$ cat src/rtl/ball_motion.sv
// ball_motion: per-frame bouncing-ball position source for the metaballs renderer.
//   On each vsync falling edge (when enabled) every ball centre is stepped by its
//   velocity, one ball per cycle, reflecting off the RADIUS keep-out band, and the
//   finished set is then published atomically.
// Ports:
//   clk_i        pixel clock
//   reset_i      asynchronous active-high reset
//   vsync_i      active-low vsync, synchronous to clk_i
//   enable_i     1 = animate, 0 = freeze
//   pos_x_o      committed x centres, ball i at [10*i +: 10]
//   pos_y_o      committed y centres, ball i at [10*i +: 10]
//   frame_done_o one-cycle pulse when a new set becomes visible
//   busy_o       high while updating or committing
//   frame_cnt_o  committed-frame count, wraps
module ball_motion #(
    parameter int SCREEN_WIDTH  = 640,
    parameter int SCREEN_HEIGHT = 480,
    parameter int NUM_BALLS     = 3,
    parameter int RADIUS        = 32
) (
    input  logic                   clk_i,
    input  logic                   reset_i,
    input  logic                   vsync_i,
    input  logic                   enable_i,
    output logic [10*NUM_BALLS-1:0] pos_x_o,
    output logic [10*NUM_BALLS-1:0] pos_y_o,
    output logic                   frame_done_o,
    output logic                   busy_o,
    output logic [7:0]             frame_cnt_o
);
    typedef enum logic [1:0] {IDLE, UPDATE, COMMIT} state_t;

    localparam logic signed [10:0] LO   = 11'(RADIUS);
    localparam logic signed [10:0] HI_X = 11'(SCREEN_WIDTH - 1 - RADIUS);
    localparam logic signed [10:0] HI_Y = 11'(SCREEN_HEIGHT - 1 - RADIUS);
    localparam logic [9:0]         Y0   = 10'(SCREEN_HEIGHT / 2);
    localparam logic [2:0]         LAST = 3'(NUM_BALLS - 1);

    function automatic logic [9:0] init_x(input int i);
        return 10'(220 + 50 * i);
    endfunction

    function automatic logic signed [3:0] init_vx(input int i);
        return 4'((i % 2 == 1) ? -(1 + i % 3) : (1 + i % 3));
    endfunction

    function automatic logic signed [3:0] init_vy(input int i);
        return 4'((i % 2 == 1) ? (1 + (i + 1) % 3) : -(1 + (i + 1) % 3));
    endfunction

    // Returns {new position, new velocity}; a step landing exactly on a bound is kept.
    function automatic logic [13:0] step(input logic [9:0] p, input logic signed [3:0] v,
                                         input logic signed [10:0] hi);
        logic signed [10:0] n;
        n = $signed({1'b0, p}) + $signed({{7{v[3]}}, v});
        return (n < LO) ? {LO[9:0], -v} : (n > hi) ? {hi[9:0], -v} : {n[9:0], v};
    endfunction

    state_t                   state_q, state_d;
    logic [2:0]               idx_q, idx_d;
    logic                     vsync_q;
    logic                     start;
    logic                     done_q;
    logic [7:0]               cnt_q;
    logic [9:0]               x_q  [NUM_BALLS];
    logic [9:0]               y_q  [NUM_BALLS];
    logic signed [3:0]        vx_q [NUM_BALLS];
    logic signed [3:0]        vy_q [NUM_BALLS];
    logic [10*NUM_BALLS-1:0]  work_x, work_y;
    logic [10*NUM_BALLS-1:0]  pos_x_q, pos_y_q;

    // Falling edge of vsync starts a frame; ignored unless idle (see FSM).
    assign start = vsync_q & ~vsync_i & enable_i;

    for (genvar g = 0; g < NUM_BALLS; g++) begin : g_flat
        assign work_x[10*g +: 10] = x_q[g];
        assign work_y[10*g +: 10] = y_q[g];
    end

    always_comb begin
        state_d = state_q;
        idx_d   = idx_q;
        case (state_q)
            IDLE: if (start) begin
                state_d = UPDATE;
                idx_d   = '0;
            end
            UPDATE: begin
                idx_d   = idx_q + 3'd1;
                state_d = (idx_q == LAST) ? COMMIT : UPDATE;
            end
            COMMIT:  state_d = IDLE;
            default: state_d = IDLE;
        endcase
    end

    always_ff @(posedge clk_i or posedge reset_i) begin
        if (reset_i) begin
            for (int i = 0; i < NUM_BALLS; i++) begin
                x_q[i]  <= init_x(i);
                y_q[i]  <= Y0;
                vx_q[i] <= init_vx(i);
                vy_q[i] <= init_vy(i);
            end
        end else if (state_q == UPDATE) begin
            for (int i = 0; i < NUM_BALLS; i++) begin
                if (idx_q == 3'(i)) begin
                    {x_q[i], vx_q[i]} <= step(x_q[i], vx_q[i], HI_X);
                    {y_q[i], vy_q[i]} <= step(y_q[i], vy_q[i], HI_Y);
                end
            end
        end
    end

    always_ff @(posedge clk_i or posedge reset_i) begin
        if (reset_i) begin
            state_q <= IDLE;
            idx_q   <= '0;
            vsync_q <= 1'b1;
            done_q  <= 1'b0;
            cnt_q   <= '0;
            for (int i = 0; i < NUM_BALLS; i++) begin
                pos_x_q[10*i +: 10] <= init_x(i);
                pos_y_q[10*i +: 10] <= Y0;
            end
        end else begin
            state_q <= state_d;
            idx_q   <= idx_d;
            vsync_q <= vsync_i;
            done_q  <= (state_q == COMMIT);
            if (state_q == COMMIT) begin
                pos_x_q <= work_x;
                pos_y_q <= work_y;
                cnt_q   <= cnt_q + 8'd1;
            end
        end
    end

    assign pos_x_o      = pos_x_q;
    assign pos_y_o      = pos_y_q;
    assign frame_done_o = done_q;
    assign busy_o       = (state_q != IDLE);
    assign frame_cnt_o  = cnt_q;
endmodule

$ cat config.mk
export PLATFORM = sky130hd
export DESIGN_NAME = ball_motion
export DESIGN_NICKNAME = d
export VERILOG_FILES = /design/src/rtl/ball_motion.sv
export SDC_FILE = /design/constraint.sdc
export NUM_CORES = 1
export LEC_CHECK = 0
export ABC_AREA = 0
export CAP_MARGIN = 20
export CORE_MARGIN = 3
export CORE_UTILIZATION = 70
export CTS_CLUSTER_SIZE = 28
export DETAILED_ROUTE_END_ITERATION = 12
export DONT_BUFFER_PORTS = 1
export PLACE_DENSITY = 0.95
export SLEW_MARGIN = 10
export SYNTH_ARGS = -nofsm -noshare
export SYNTH_HDL_FRONTEND = slang
export SYNTH_SLANG_ARGS = --single-unit
$ cat constraint.sdc
create_clock -name clk_i -period 9.5 [get_ports clk_i]
set_input_delay 1.9 -clock clk_i [delete_from_list [all_inputs] [get_ports clk_i]]
set_output_delay 1.9 -clock clk_i [all_outputs]
set_load 0.01 [all_outputs]
==> results.txt <==
Syn. warnings: 0
RR Endpoint: work_y[20]$_DFFE_PP0P_
CTS Buf Count: 17
Syn Nets: 946
Arr. time, crit path: 3.71 ns
Rel. slew slack: 34.6%
number of synthesized register bits: 151
DIE HEIGHT: 120 um
slowest cell delay on critical path: 0.91 ns
die area: 14400 um^2
met2 WL post-DR: 9810 um
CP max-delay cell: o41ai_1
ant diodes: 0
metal3 WL: 1070 um
Hold Path Origin: vy_q[6]$_DFFE_PP0P_
M1 WL: 8300 um
CTS max path bufs: 2
RD Place Congestion: 0.911
FF-to-FF setup slack: 6.05 ns
clk_skew: 0.00616 ns
measured slew at the worst slew-check pin: 0.969 ns
clock latency at the later pin of the worst-skew pair: 0.43 ns
Avg Cell Area, Syn: 10.4 um^2
post_cts resized: 0
crit path cell chain: ha_1 > a21oi_1 > nor3b_1 > a21oi_1 > nor2_1 > xnor2_1 > o41ai_1 > o221ai_1
fmax: 290 MHz
H-Tree Depth: 4
worst-path maximum fanout: 11
row cnt: 40
DRC violation total after the first TritonRoute iteration: 652
setup repair after global routing missed its margin: false
most used cell, CP: a21oi_1
Post-CTS Setup Inserts: 0
Synth async-reset ratio: 100%
vias in the first global route: 6951
Layout Nets: 947
Ports: 74
first-pass GRT wire length: 33100 um
wire per inst: 18.6 um
required time of the critical path: 9.76 ns
Clock Tree Root: clkbuf_16
Tmin final: 3.45 ns
Area Overhead vs Synth: 7.78%
final setup fails: 0
gr usage total: 28.3%
CP Capture Type: register
port bufs: 0
Vias: 6893
worst setup path start: vy_q[3]$_DFFE_PP1P_
TritonCTS clock tree: built
antenna violations before repair: 0
area of the core: 12400 um^2
reg2reg start: vy_q[3]$_DFFE_PP1P_
sequential fraction of the synthesis area: 42.4%
maxcap violations: 0
Yosys top cell area share: 26.2%
Worst Setup EP: work_y[20]$_DFFE_PP0P_
EDFF count, synth: 0
Routed Antenna Nets: 0
total congestion overflow: 0
Slew Limit Fails: 0
DP Wirelength: 13400 um
post-route setup TNS: 0 ns
status: finished clean
Yosys cell types: 73
Mapped Area: 9080 um^2
Gate Count Post-Synth: 873
Area contributors post-synth: dfrtp_1 (26%), dfstp_2 (16%), ha_1 (8.7%)
Hold Crit Class: register to register
Hold Vio Cnt, Final: 0
clk slew on worst S/H paths: 0.06 ns
kind of start point of the critical path: register
largest net degree at the start of global routing: 89
DRT Wirelength: 19600 um
Main synth FF type: dfrtp_1
share of post-route cells with drive strength above 1: 19.2%
Layout fillers: 754
Max Used Layer: met4
FF-to-FF path depth: 8
crit path kind: register to register
Yosys top cell by area: dfrtp_1
Tcrit/Tclk final: 36.3%
clk sinks: 151
drt drc: 0
DR vias/cell: 6.53
Initial Util: 73.4%
detailed-router iteration count before antenna repair: 6
hold buffers post-CTS: 0
Die Wd: 120 um
-- registers in the layout (all words and copies together), names as in the netlist, 2 cells and up --
register,flops
pos_x_o,30
pos_y_o,30
work_x,30
work_y,30
frame_cnt_o,8
vx_q,8
vy_q,8
idx_q,3
state_q,2
-- worst min path at each step --
stage,cells after the start,to
3_3_place_gp,1,vy_q[6]$_DFFE_PP0P_
6_report,1,vy_q[6]$_DFFE_PP0P_
4_1_cts,1,vy_q[6]$_DFFE_PP0P_
5_1_grt,1,vy_q[6]$_DFFE_PP0P_
2_1_floorplan,1,vx_q[10]$_DFFE_PP0P_
3_5_place_dp,1,vy_q[6]$_DFFE_PP0P_
-- routing by layer --
| layer | track usage [%] | vias up |
|---|---|---|
| met4 | 10.7 | 0 |
| met3 | 6.83 | 45 |
| met5 | 0 | - |
| met1 | 35.0 | 3418 |
| met2 | 48.1 | 218 |
| li1 | - | 3212 |
-- cells in the mapped netlist (4+ instances only) --
| library cell | number |
|---|---|
| o311ai_0 | 4 |
| a21o_1 | 14 |
| a31oi_1 | 6 |
| a211oi_1 | 7 |
| and3_1 | 8 |
| nand4_1 | 5 |
| mux2_2 | 63 |
| o21a_1 | 14 |
| nor4_1 | 5 |
| or2_2 | 7 |
| nor2_1 | 71 |
| nand2_1 | 64 |
| xor2_1 | 24 |
| clkbuf_1 | 14 |
| ha_1 | 63 |
| o21bai_1 | 8 |
| and2_1 | 9 |
| dfstp_2 | 56 |
| dfrtp_1 | 95 |
| nor2b_1 | 12 |
| o22ai_1 | 5 |
| a22o_1 | 9 |
| nand3_1 | 12 |
| nor3_1 | 18 |
| a311oi_1 | 6 |
| o31ai_1 | 18 |
| inv_1 | 36 |
| fa_1 | 6 |
| xnor2_1 | 37 |
| mux2i_1 | 5 |
| nor3b_1 | 6 |
| a21oi_1 | 32 |
| nand2b_1 | 9 |
| o21ai_0 | 42 |
| nand3b_1 | 4 |
| o211ai_1 | 11 |
| o221ai_1 | 5 |
-- cell type report --
cell class | instances | area (um^2) | share of cell area, %
Multi-Input combinational cell | 665 | 5010 | 51.2
Sequential cell | 151 | 3850 | 39.3
Inverter | 37 | 144 | 1.47
Clock buffer | 18 | 429 | 4.39
Timing Repair Buffer | 2 | 15.0 | 0.153
Clock inverter | 14 | 125 | 1.28
Tap cell | 168 | 210 | 2.15
-- per-stage QoR --
step           hold slack [ns]  setup slack, ns  util [%]  cells  cell area (um^2)
6_report                 0.481             6.05      79.1   1055              9780
4_1_cts                  0.480             6.12      79.1   1055              9780
5_1_grt                  0.494             5.78      79.1   1055              9780
3_3_place_gp             0.465             6.26      74.6   1023              9230
3_5_place_dp             0.472             6.22      74.6   1023              9230
2_1_floorplan            0.448             3.63         -    873              9080
-- layout by cell type, fill, tap and decap left out, drive strengths merged, types with 7 or more instances in the layout --
cell type / synthesis / final
a211oi: 7 / 7
a21o: 15 / 15
a21oi: 32 / 32
a22o: 9 / 9
and2: 11 / 11
and3: 8 / 8
clkbuf: 14 / 18
dfrtp: 95 / 95
dfstp: 56 / 56
ha: 63 / 63
inv: 36 / 39
mux2: 63 / 63
nand2: 64 / 64
nand2b: 9 / 9
nand3: 12 / 12
nor2: 71 / 71
nor2b: 12 / 12
nor3: 18 / 18
o211ai: 11 / 11
o21a: 14 / 14
o21ai: 42 / 42
o21bai: 8 / 8
o31ai: 18 / 18
or2: 7 / 7
xnor2: 37 / 37
xor2: 24 / 24
-- cell families after synthesis --
logic type	share of synthesized area, %
flip-flops	42.4
buffers and inverters	2.48
AND/OR/NAND/NOR	13.3
XOR/XNOR	5.89
adder cells (fa/ha/maj)	10.0
AO/OA/AOI/OAI	17.6
multiplexers	8.37
-- worst max-delay path, delay by kind of cell, from the launching register on --
family	cells	cell delay, ns
AND/OR/NAND/NOR	2	0.54
AO/OA/AOI/OAI	4	1.57
flip-flops	1	0.70
XOR/XNOR	1	0.15
adder cells (fa/ha/maj)	1	0.33
Power is left out: the tool's default activity adds up to more than one toggle a clock period on the data nets, which glitch-free logic cannot reach.
